===== config.mk =====
export PLATFORM = sky130hd
export DESIGN_NAME = c880_flat
export DESIGN_NICKNAME = d
export VERILOG_FILES = /design/src/rtl/c880_if.sv /design/src/rtl/c880.sv /design/src/flat_wrapper.sv
export SDC_FILE = /design/constraint.sdc
export NUM_CORES = 1
export LEC_CHECK = 0
export ABC_AREA = 1
export BUFFER_PORTS_ARGS = -buffer_cell sky130_fd_sc_hd__buf_2
export CORE_MARGIN = 1
export CORE_UTILIZATION = 30
export CTS_CLUSTER_SIZE = 24
export DETAILED_ROUTE_END_ITERATION = 12
export GPL_ROUTABILITY_DRIVEN = 0
export PLACE_DENSITY = 0.49
export RECOVER_POWER = 50
export SLEW_MARGIN = 20
export SYNTH_ARGS = -nofsm -noshare
export SYNTH_HDL_FRONTEND = slang
export SYNTH_SLANG_ARGS = --single-unit
export TNS_END_PERCENT = 20

===== constraint.sdc =====
create_clock -name CK -period 3.25 [get_ports CK]
set_input_delay 0 -clock CK [delete_from_list [all_inputs] [get_ports CK]]
set_output_delay 0 -clock CK [all_outputs]
set_load 0.1 [all_outputs]

===== src/rtl/c880_if.sv =====
// c880_if - signal bundle between the c880 block and its environment.
// G1..G60 are the operand, opcode, mask and control inputs to the block;
// G855..G880 are the registered results and flags it returns.
interface c880_if;
  logic G1,  G2,  G3,  G4,  G5,  G6,  G7,  G8;
  logic G9,  G10, G11, G12, G13, G14, G15, G16;
  logic G17, G18, G19, G20, G21, G22, G23, G24;
  logic G25, G26, G27, G28, G29, G30, G31, G32;
  logic G33, G34, G35, G36, G37, G38, G39, G40;
  logic G41, G42, G43, G44, G45, G46, G47, G48;
  logic G49, G50, G51, G52, G53, G54, G55, G56;
  logic G57, G58, G59, G60;
  logic G855, G856, G857, G858, G859, G860, G861, G862;
  logic G863, G864, G865, G866, G867, G868, G869, G870;
  logic G871, G872, G873, G874, G875, G876, G877, G878, G879, G880;

  modport master (
    output G1,  G2,  G3,  G4,  G5,  G6,  G7,  G8,
           G9,  G10, G11, G12, G13, G14, G15, G16,
           G17, G18, G19, G20, G21, G22, G23, G24,
           G25, G26, G27, G28, G29, G30, G31, G32,
           G33, G34, G35, G36, G37, G38, G39, G40,
           G41, G42, G43, G44, G45, G46, G47, G48,
           G49, G50, G51, G52, G53, G54, G55, G56,
           G57, G58, G59, G60,
    input  G855, G856, G857, G858, G859, G860, G861, G862,
           G863, G864, G865, G866, G867, G868, G869, G870,
           G871, G872, G873, G874, G875, G876, G877, G878, G879, G880
  );

  modport slave (
    input  G1,  G2,  G3,  G4,  G5,  G6,  G7,  G8,
           G9,  G10, G11, G12, G13, G14, G15, G16,
           G17, G18, G19, G20, G21, G22, G23, G24,
           G25, G26, G27, G28, G29, G30, G31, G32,
           G33, G34, G35, G36, G37, G38, G39, G40,
           G41, G42, G43, G44, G45, G46, G47, G48,
           G49, G50, G51, G52, G53, G54, G55, G56,
           G57, G58, G59, G60,
    output G855, G856, G857, G858, G859, G860, G861, G862,
           G863, G864, G865, G866, G867, G868, G869, G870,
           G871, G872, G873, G874, G875, G876, G877, G878, G879, G880
  );
endinterface


===== src/rtl/c880.sv =====
// c880 - dual 8-bit ALU (units X and Y) with masked second operands,
// carry/zero/parity/overflow flags and optional A-vs-B comparator.
// All outputs are registered and updated only on edges with load enable.
// Optional feature macro: C880_CMP_EN (adds EQ/GT comparator; when it is
// undefined EQ and GT are tied to 0 and the signed-compare select is unused).
module c880 (
  input logic CK,
  input logic RST_N,
  c880_if.slave bus
);

  logic [7:0] w_a, w_b, w_c, w_d, w_mx, w_my;
  logic [2:0] w_opx, w_opy;
  logic       w_cix, w_ciy, w_ld, w_invx, w_invy;
  logic [9:0] w_resx, w_resy;
  logic       w_eq, w_gt;

  logic [7:0] r_rx, r_ry;
  logic       r_cx, r_cy, r_zx, r_zy, r_px, r_py, r_vx, r_vy, r_eq, r_gt;

  assign w_a    = {bus.G8,  bus.G7,  bus.G6,  bus.G5,  bus.G4,  bus.G3,  bus.G2,  bus.G1};
  assign w_b    = {bus.G16, bus.G15, bus.G14, bus.G13, bus.G12, bus.G11, bus.G10, bus.G9};
  assign w_c    = {bus.G24, bus.G23, bus.G22, bus.G21, bus.G20, bus.G19, bus.G18, bus.G17};
  assign w_d    = {bus.G32, bus.G31, bus.G30, bus.G29, bus.G28, bus.G27, bus.G26, bus.G25};
  assign w_opx  = {bus.G35, bus.G34, bus.G33};
  assign w_opy  = {bus.G38, bus.G37, bus.G36};
  assign w_cix  = bus.G39;
  assign w_ciy  = bus.G40;
  assign w_mx   = {bus.G48, bus.G47, bus.G46, bus.G45, bus.G44, bus.G43, bus.G42, bus.G41};
  assign w_my   = {bus.G56, bus.G55, bus.G54, bus.G53, bus.G52, bus.G51, bus.G50, bus.G49};
  assign w_ld   = bus.G57;
  assign w_invx = bus.G58;
  assign w_invy = bus.G59;

  // One ALU slice; returns {overflow, carry, result[7:0]}.  SUB is an add of
  // the inverted operand, so overflow uses the operand actually summed.
  function automatic logic [9:0] aluOp(input logic [7:0] a, input logic [7:0] b,
                                       input logic [2:0] op, input logic ci);
    logic [8:0] s;
    logic [7:0] bb;
    logic [7:0] r;
    logic       c;
    logic       v;
    s  = 9'd0;
    bb = 8'd0;
    r  = 8'd0;
    c  = 1'b0;
    v  = 1'b0;
    case (op)
      3'b000, 3'b001: begin
        bb = op[0] ? ~b : b;
        s  = {1'b0, a} + {1'b0, bb} + {8'd0, ci};
        r  = s[7:0];
        c  = s[8];
        v  = (a[7] == bb[7]) && (r[7] != a[7]);
      end
      3'b010: r = a & b;
      3'b011: r = a | b;
      3'b100: r = a ^ b;
      3'b101: r = ~a;
      3'b110: begin
        r = {a[6:0], ci};
        c = a[7];
      end
      default: begin
        r = {ci, a[7:1]};
        c = a[0];
      end
    endcase
    return {v, c, r};
  endfunction

  // Both ALU units work on their masked second operand.
  always_comb begin
    w_resx = aluOp(w_a, w_b & w_mx, w_opx, w_cix);
    w_resy = aluOp(w_c, w_d & w_my, w_opy, w_ciy);
  end

`ifdef C880_CMP_EN
  // Comparator on the unmasked A and B; G60 selects signed ordering.
  always_comb begin
    w_eq = (w_a == w_b);
    w_gt = bus.G60 ? ($signed(w_a) > $signed(w_b)) : (w_a > w_b);
  end
`else
  assign w_eq = 1'b0;
  assign w_gt = 1'b0;
`endif

  // Output register: synchronous clear, otherwise load on LD and hold
  // otherwise.  Zero/parity look at the result before inversion.
  always_ff @(posedge CK) begin
    if (!RST_N) begin
      r_rx <= 8'd0;
      r_ry <= 8'd0;
      r_cx <= 1'b0;
      r_cy <= 1'b0;
      r_zx <= 1'b0;
      r_zy <= 1'b0;
      r_px <= 1'b0;
      r_py <= 1'b0;
      r_vx <= 1'b0;
      r_vy <= 1'b0;
      r_eq <= 1'b0;
      r_gt <= 1'b0;
    end else if (w_ld) begin
      r_rx <= w_resx[7:0] ^ {8{w_invx}};
      r_ry <= w_resy[7:0] ^ {8{w_invy}};
      r_cx <= w_resx[8];
      r_cy <= w_resy[8];
      r_zx <= (w_resx[7:0] == 8'd0);
      r_zy <= (w_resy[7:0] == 8'd0);
      r_px <= ^w_resx[7:0];
      r_py <= ^w_resy[7:0];
      r_vx <= w_resx[9];
      r_vy <= w_resy[9];
      r_eq <= w_eq;
      r_gt <= w_gt;
    end
  end

  assign {bus.G862, bus.G861, bus.G860, bus.G859,
          bus.G858, bus.G857, bus.G856, bus.G855} = r_rx;
  assign {bus.G870, bus.G869, bus.G868, bus.G867,
          bus.G866, bus.G865, bus.G864, bus.G863} = r_ry;
  assign {bus.G880, bus.G879, bus.G878, bus.G877, bus.G876,
          bus.G875, bus.G874, bus.G873, bus.G872, bus.G871} =
         {r_vy, r_vx, r_gt, r_eq, r_py, r_px, r_zy, r_zx, r_cy, r_cx};

endmodule


===== src/flat_wrapper.sv =====
// flat-port wrapper written by rule: the top's interface ports become plain ports
module c880_flat 
  (CK, RST_N, bus_G1, bus_G2, bus_G3, bus_G4, bus_G5, bus_G6, bus_G7, bus_G8, bus_G9, bus_G10, bus_G11, bus_G12, bus_G13, bus_G14, bus_G15, bus_G16, bus_G17, bus_G18, bus_G19, bus_G20, bus_G21, bus_G22, bus_G23, bus_G24, bus_G25, bus_G26, bus_G27, bus_G28, bus_G29, bus_G30, bus_G31, bus_G32, bus_G33, bus_G34, bus_G35, bus_G36, bus_G37, bus_G38, bus_G39, bus_G40, bus_G41, bus_G42, bus_G43, bus_G44, bus_G45, bus_G46, bus_G47, bus_G48, bus_G49, bus_G50, bus_G51, bus_G52, bus_G53, bus_G54, bus_G55, bus_G56, bus_G57, bus_G58, bus_G59, bus_G60, bus_G855, bus_G856, bus_G857, bus_G858, bus_G859, bus_G860, bus_G861, bus_G862, bus_G863, bus_G864, bus_G865, bus_G866, bus_G867, bus_G868, bus_G869, bus_G870, bus_G871, bus_G872, bus_G873, bus_G874, bus_G875, bus_G876, bus_G877, bus_G878, bus_G879, bus_G880);
  c880_if bus_i ();
  input logic CK;
  input logic RST_N;
  input wire logic [$bits(bus_i.G1)-1:0] bus_G1;
  input wire logic [$bits(bus_i.G2)-1:0] bus_G2;
  input wire logic [$bits(bus_i.G3)-1:0] bus_G3;
  input wire logic [$bits(bus_i.G4)-1:0] bus_G4;
  input wire logic [$bits(bus_i.G5)-1:0] bus_G5;
  input wire logic [$bits(bus_i.G6)-1:0] bus_G6;
  input wire logic [$bits(bus_i.G7)-1:0] bus_G7;
  input wire logic [$bits(bus_i.G8)-1:0] bus_G8;
  input wire logic [$bits(bus_i.G9)-1:0] bus_G9;
  input wire logic [$bits(bus_i.G10)-1:0] bus_G10;
  input wire logic [$bits(bus_i.G11)-1:0] bus_G11;
  input wire logic [$bits(bus_i.G12)-1:0] bus_G12;
  input wire logic [$bits(bus_i.G13)-1:0] bus_G13;
  input wire logic [$bits(bus_i.G14)-1:0] bus_G14;
  input wire logic [$bits(bus_i.G15)-1:0] bus_G15;
  input wire logic [$bits(bus_i.G16)-1:0] bus_G16;
  input wire logic [$bits(bus_i.G17)-1:0] bus_G17;
  input wire logic [$bits(bus_i.G18)-1:0] bus_G18;
  input wire logic [$bits(bus_i.G19)-1:0] bus_G19;
  input wire logic [$bits(bus_i.G20)-1:0] bus_G20;
  input wire logic [$bits(bus_i.G21)-1:0] bus_G21;
  input wire logic [$bits(bus_i.G22)-1:0] bus_G22;
  input wire logic [$bits(bus_i.G23)-1:0] bus_G23;
  input wire logic [$bits(bus_i.G24)-1:0] bus_G24;
  input wire logic [$bits(bus_i.G25)-1:0] bus_G25;
  input wire logic [$bits(bus_i.G26)-1:0] bus_G26;
  input wire logic [$bits(bus_i.G27)-1:0] bus_G27;
  input wire logic [$bits(bus_i.G28)-1:0] bus_G28;
  input wire logic [$bits(bus_i.G29)-1:0] bus_G29;
  input wire logic [$bits(bus_i.G30)-1:0] bus_G30;
  input wire logic [$bits(bus_i.G31)-1:0] bus_G31;
  input wire logic [$bits(bus_i.G32)-1:0] bus_G32;
  input wire logic [$bits(bus_i.G33)-1:0] bus_G33;
  input wire logic [$bits(bus_i.G34)-1:0] bus_G34;
  input wire logic [$bits(bus_i.G35)-1:0] bus_G35;
  input wire logic [$bits(bus_i.G36)-1:0] bus_G36;
  input wire logic [$bits(bus_i.G37)-1:0] bus_G37;
  input wire logic [$bits(bus_i.G38)-1:0] bus_G38;
  input wire logic [$bits(bus_i.G39)-1:0] bus_G39;
  input wire logic [$bits(bus_i.G40)-1:0] bus_G40;
  input wire logic [$bits(bus_i.G41)-1:0] bus_G41;
  input wire logic [$bits(bus_i.G42)-1:0] bus_G42;
  input wire logic [$bits(bus_i.G43)-1:0] bus_G43;
  input wire logic [$bits(bus_i.G44)-1:0] bus_G44;
  input wire logic [$bits(bus_i.G45)-1:0] bus_G45;
  input wire logic [$bits(bus_i.G46)-1:0] bus_G46;
  input wire logic [$bits(bus_i.G47)-1:0] bus_G47;
  input wire logic [$bits(bus_i.G48)-1:0] bus_G48;
  input wire logic [$bits(bus_i.G49)-1:0] bus_G49;
  input wire logic [$bits(bus_i.G50)-1:0] bus_G50;
  input wire logic [$bits(bus_i.G51)-1:0] bus_G51;
  input wire logic [$bits(bus_i.G52)-1:0] bus_G52;
  input wire logic [$bits(bus_i.G53)-1:0] bus_G53;
  input wire logic [$bits(bus_i.G54)-1:0] bus_G54;
  input wire logic [$bits(bus_i.G55)-1:0] bus_G55;
  input wire logic [$bits(bus_i.G56)-1:0] bus_G56;
  input wire logic [$bits(bus_i.G57)-1:0] bus_G57;
  input wire logic [$bits(bus_i.G58)-1:0] bus_G58;
  input wire logic [$bits(bus_i.G59)-1:0] bus_G59;
  input wire logic [$bits(bus_i.G60)-1:0] bus_G60;
  output wire logic [$bits(bus_i.G855)-1:0] bus_G855;
  output wire logic [$bits(bus_i.G856)-1:0] bus_G856;
  output wire logic [$bits(bus_i.G857)-1:0] bus_G857;
  output wire logic [$bits(bus_i.G858)-1:0] bus_G858;
  output wire logic [$bits(bus_i.G859)-1:0] bus_G859;
  output wire logic [$bits(bus_i.G860)-1:0] bus_G860;
  output wire logic [$bits(bus_i.G861)-1:0] bus_G861;
  output wire logic [$bits(bus_i.G862)-1:0] bus_G862;
  output wire logic [$bits(bus_i.G863)-1:0] bus_G863;
  output wire logic [$bits(bus_i.G864)-1:0] bus_G864;
  output wire logic [$bits(bus_i.G865)-1:0] bus_G865;
  output wire logic [$bits(bus_i.G866)-1:0] bus_G866;
  output wire logic [$bits(bus_i.G867)-1:0] bus_G867;
  output wire logic [$bits(bus_i.G868)-1:0] bus_G868;
  output wire logic [$bits(bus_i.G869)-1:0] bus_G869;
  output wire logic [$bits(bus_i.G870)-1:0] bus_G870;
  output wire logic [$bits(bus_i.G871)-1:0] bus_G871;
  output wire logic [$bits(bus_i.G872)-1:0] bus_G872;
  output wire logic [$bits(bus_i.G873)-1:0] bus_G873;
  output wire logic [$bits(bus_i.G874)-1:0] bus_G874;
  output wire logic [$bits(bus_i.G875)-1:0] bus_G875;
  output wire logic [$bits(bus_i.G876)-1:0] bus_G876;
  output wire logic [$bits(bus_i.G877)-1:0] bus_G877;
  output wire logic [$bits(bus_i.G878)-1:0] bus_G878;
  output wire logic [$bits(bus_i.G879)-1:0] bus_G879;
  output wire logic [$bits(bus_i.G880)-1:0] bus_G880;
  assign bus_i.G1 = bus_G1;
  assign bus_i.G2 = bus_G2;
  assign bus_i.G3 = bus_G3;
  assign bus_i.G4 = bus_G4;
  assign bus_i.G5 = bus_G5;
  assign bus_i.G6 = bus_G6;
  assign bus_i.G7 = bus_G7;
  assign bus_i.G8 = bus_G8;
  assign bus_i.G9 = bus_G9;
  assign bus_i.G10 = bus_G10;
  assign bus_i.G11 = bus_G11;
  assign bus_i.G12 = bus_G12;
  assign bus_i.G13 = bus_G13;
  assign bus_i.G14 = bus_G14;
  assign bus_i.G15 = bus_G15;
  assign bus_i.G16 = bus_G16;
  assign bus_i.G17 = bus_G17;
  assign bus_i.G18 = bus_G18;
  assign bus_i.G19 = bus_G19;
  assign bus_i.G20 = bus_G20;
  assign bus_i.G21 = bus_G21;
  assign bus_i.G22 = bus_G22;
  assign bus_i.G23 = bus_G23;
  assign bus_i.G24 = bus_G24;
  assign bus_i.G25 = bus_G25;
  assign bus_i.G26 = bus_G26;
  assign bus_i.G27 = bus_G27;
  assign bus_i.G28 = bus_G28;
  assign bus_i.G29 = bus_G29;
  assign bus_i.G30 = bus_G30;
  assign bus_i.G31 = bus_G31;
  assign bus_i.G32 = bus_G32;
  assign bus_i.G33 = bus_G33;
  assign bus_i.G34 = bus_G34;
  assign bus_i.G35 = bus_G35;
  assign bus_i.G36 = bus_G36;
  assign bus_i.G37 = bus_G37;
  assign bus_i.G38 = bus_G38;
  assign bus_i.G39 = bus_G39;
  assign bus_i.G40 = bus_G40;
  assign bus_i.G41 = bus_G41;
  assign bus_i.G42 = bus_G42;
  assign bus_i.G43 = bus_G43;
  assign bus_i.G44 = bus_G44;
  assign bus_i.G45 = bus_G45;
  assign bus_i.G46 = bus_G46;
  assign bus_i.G47 = bus_G47;
  assign bus_i.G48 = bus_G48;
  assign bus_i.G49 = bus_G49;
  assign bus_i.G50 = bus_G50;
  assign bus_i.G51 = bus_G51;
  assign bus_i.G52 = bus_G52;
  assign bus_i.G53 = bus_G53;
  assign bus_i.G54 = bus_G54;
  assign bus_i.G55 = bus_G55;
  assign bus_i.G56 = bus_G56;
  assign bus_i.G57 = bus_G57;
  assign bus_i.G58 = bus_G58;
  assign bus_i.G59 = bus_G59;
  assign bus_i.G60 = bus_G60;
  assign bus_G855 = bus_i.G855;
  assign bus_G856 = bus_i.G856;
  assign bus_G857 = bus_i.G857;
  assign bus_G858 = bus_i.G858;
  assign bus_G859 = bus_i.G859;
  assign bus_G860 = bus_i.G860;
  assign bus_G861 = bus_i.G861;
  assign bus_G862 = bus_i.G862;
  assign bus_G863 = bus_i.G863;
  assign bus_G864 = bus_i.G864;
  assign bus_G865 = bus_i.G865;
  assign bus_G866 = bus_i.G866;
  assign bus_G867 = bus_i.G867;
  assign bus_G868 = bus_i.G868;
  assign bus_G869 = bus_i.G869;
  assign bus_G870 = bus_i.G870;
  assign bus_G871 = bus_i.G871;
  assign bus_G872 = bus_i.G872;
  assign bus_G873 = bus_i.G873;
  assign bus_G874 = bus_i.G874;
  assign bus_G875 = bus_i.G875;
  assign bus_G876 = bus_i.G876;
  assign bus_G877 = bus_i.G877;
  assign bus_G878 = bus_i.G878;
  assign bus_G879 = bus_i.G879;
  assign bus_G880 = bus_i.G880;
  c880 u_core (.CK(CK), .RST_N(RST_N), .bus(bus_i));
endmodule

==> results.sh <==
export IMPL_mostFrequentLayoutCells="nand2_1 (195), inv_1 (84), nor2_1 (77)"
export IMPL_rrSetupSlack_ns=2.58
export IMPL_ff2ff_path_depth=2
export IMPL_fillers=1455
export IMPL_grt_ovfl_total=0
export IMPL_die_height_um=116
export IMPL_drc=0
export IMPL_fin_skew_ns=0
export IMPL_synthMuxAreaShare=0
export IMPL_clk_latency_ns=0.25
export IMPL_critical_path_class="input pin to flip-flop"
export IMPL_ant_nets=0
export IMPL_antenna_found_initial=0
export IMPL_hold_start="bus_G58"
export IMPL_syn_inst=647
export IMPL_layout_nets=841
export IMPL_die_area_mm2=0.0136
export IMPL_rsz0062_at_grt="false"
export IMPL_post_route_min_period_ns=2.49
export IMPL_worst_r2r_startpoint="u_core.r_ry[2]$_SDFFE_PN0P_"
export IMPL_track_usage=0.171
export IMPL_yosysUniqueCellTypes=39
export IMPL_arrival_ns=2.64
export IMPL_synth_top_family_by_area="simple AND/OR/NAND/NOR gates"
export IMPL_cts_buffers=3
export IMPL_hold_path_end="u_core.r_rx[0]$_SDFFE_PN0P_"
export IMPL_p_per_area_mw_per_mm2=333
export IMPL_grt_max_degree=30
export IMPL_status="finished, final reports clean"
export IMPL_coreArea_mm2=0.0127
export IMPL_finalMaxSlewViolations=0
export IMPL_cts_tree="built"
export IMPL_hold_buffers=0
export IMPL_vias=4139
export IMPL_first_iter_violations=261
export IMPL_drive_above_1_share=0.149
export IMPL_wl_mm=11.1
export IMPL_yosysSeqAreaShare=0.122
export IMPL_grt_pass1_vias=3992
export IMPL_synthAdderAreaFrac=0.192
export IMPL_worst_pin_slew_ns=1.21
export IMPL_first_pass_iters=5
export IMPL_cts_max_path_buffers=2
export IMPL_post_cts_buffers=0
export IMPL_synth_compound_area_share=0.0796
export IMPL_via_per_inst=4.64
export IMPL_pin_count=88
export IMPL_maxCapViolations=0
export IMPL_synth_avg_cell_area_um2=6.07
export IMPL_final_hold_viol_count=0
export IMPL_synth_simple_area_share=0.432
export IMPL_ctsResizeCount=0
export IMPL_hold_depth=3
export IMPL_fp_row_count=41
export IMPL_fin_tns_setup_ns=0
export IMPL_p_leak_nw=2.55
export IMPL_critPathLaunchType="input pin"
export IMPL_slew_headroom=0.196
export IMPL_peakVddDrop_uv=206
export IMPL_syn_to_final_growth_pct=15.1
export IMPL_endpoint_kind="flip-flop"
export IMPL_yosysWarnings=0
export IMPL_hp_class="input pin to flip-flop"
export IMPL_n_antenna_cell=0
export IMPL_io_buffers=84
export IMPL_fmax_mhz=401
export IMPL_htreeDepth=1
export IMPL_final_common_cell="nand2_1"
export IMPL_r2r_end="u_core.r_ry[2]$_SDFFE_PN0P_"
export IMPL_cts_clk_slew_worst_paths_ns=0.06
export IMPL_min_period_over_period=0.768
export IMPL_grt_pass1_wl_mm=18.7
export IMPL_synth_xor_area_share=0.0490
export IMPL_netlist_area_mm2=0.00393
export IMPL_dp_hpwl_mm=9.26
export IMPL_avgRoutedWirePerCell_um=12.4
export IMPL_cts_sinks=24
export IMPL_crit_fanout=9
export IMPL_die_w_um=116
export IMPL_ys_ff_latch=24
export IMPL_worst_ep_required_time_ns=3.40
export IMPL_setup_viol=0
export IMPL_cts_root_buf="clkbuf_16"
export IMPL_initial_core_util=0.310
export IMPL_p_total_w=0.00151
power breakdown:
group,total [W],internal [W],switching (W),leakage [nW]
combinational,0.000881,0.000251,0.000630,2.30
clock,0.000286,0.000188,0.0000982,0.0442
sequential,0.000340,0.000323,0.0000168,0.199
total,0.00151,0.000762,0.000745,2.55
cell usage after synthesis:
master,n,share of area
a21o_1,1,0.0019
o21ai_1,4,0.0051
nand3b_4,1,0.0051
o211ai_1,2,0.0038
a21boi_0,2,0.0038
inv_2,6,0.0057
nor2_4,4,0.011
nand2_4,2,0.0057
a221oi_1,1,0.0022
nand2_1,195,0.19
ha_1,54,0.17
nor3_4,3,0.012
nand2_2,7,0.011
clkinv_1,3,0.0029
inv_4,4,0.0064
nor3_1,2,0.0025
nand3b_1,1,0.0019
conb_1,1,0.00095
a31oi_1,4,0.0064
xor2_1,20,0.045
o21ai_0,18,0.023
fa_1,4,0.020
or2_1,2,0.0032
o21ai_2,1,0.0022
dfxtp_1,24,0.12
nor2_2,4,0.0064
nand4_1,13,0.021
xnor2_1,2,0.0045
o221ai_1,2,0.0045
buf_2,2,0.0025
nand3_2,8,0.020
buf_4,8,0.015
nand4_2,2,0.0064
inv_1,84,0.080
nand3_1,51,0.065
buf_6,2,0.0057
clkbuf_1,5,0.0048
a21oi_1,21,0.027
nor2_1,77,0.074
worst max-delay path by stage:
stage            start                           end  slack [ns]  cells after the start
6_report       bus_G33  u_core.bus.G875$_SDFFE_PN0P_        0.76                     18
5_1_grt        bus_G33  u_core.bus.G875$_SDFFE_PN0P_        0.48                     18
4_1_cts        bus_G33  u_core.bus.G875$_SDFFE_PN0P_        0.78                     15
3_5_place_dp   bus_G33  u_core.bus.G875$_SDFFE_PN0P_        0.52                     15
3_3_place_gp   bus_G33  u_core.bus.G875$_SDFFE_PN0P_        0.51                     15
2_1_floorplan  bus_G33  u_core.bus.G875$_SDFFE_PN0P_        0.86                     15
registers in the layout, indices dropped and copies added (netlist names):
name	count
u_core.bus.G871	1
u_core.bus.G872	1
u_core.bus.G873	1
u_core.bus.G874	1
u_core.bus.G875	1
u_core.bus.G876	1
u_core.bus.G879	1
u_core.bus.G880	1
u_core.r_rx	8
u_core.r_ry	8
worst max-delay path, cell delays in order:
cell	delay, ns
buf_2	0.27
xor2_1	0.21
fa_1	0.19
inv_1	0.08
fa_1	0.44
nand2_1	0.10
nand2_1	0.06
nand3_1	0.11
nand2_1	0.07
nand2_1	0.08
nand3_1	0.07
nand2_1	0.08
nand2_1	0.08
ha_1	0.30
xor2_1	0.20
nor2_1	0.06
o221ai_1	0.16
inv_1	0.05
cell families (layout without fill, tap and decap cells):
group | after synthesis | in the layout
DFF | 24 | 24
xor gates and xnor gates | 22 | 22
other | 1 | 2
AOI/OAI and AO/OA | 56 | 56
buffers and inverters | 114 | 186
adders and majority gates | 58 | 58
and+or+nand+nor | 372 | 372
layout make-up:
type                    count  area, um2  share of cell area
multi-input cells         510       2970               0.656
well taps                 172        215              0.0476
flip-flops and latches     24        480               0.106
repair buffers             85        398              0.0880
clock buffers               4       88.8              0.0196
inverters                  97        374              0.0827
stage by stage:
step / cell area (um2) / worst slack, ns / hold WS [ns] / util / cells
after floorplan: 3930 / 0.859 / 0.138 / - / 648
after global placement: 4460 / 0.514 / 0.335 / 0.352 / 888
after detailed placement: 4460 / 0.516 / 0.336 / 0.352 / 888
after CTS: 4550 / 0.779 / 0.0670 / 0.359 / 892
after global routing: 4520 / 0.484 / 0.101 / 0.357 / 892
final: 4520 / 0.755 / 0.0716 / 0.357 / 892
layer usage:
layer	global-route usage	vias to the layer above	routed length (um)
met5	0	-	0
met4	0.0316	0	127
met1	0.228	1843	5480
li1	-	2186	-
met3	0.0135	12	390
met2	0.300	98	5100
(Power assumes the default switching activity.)
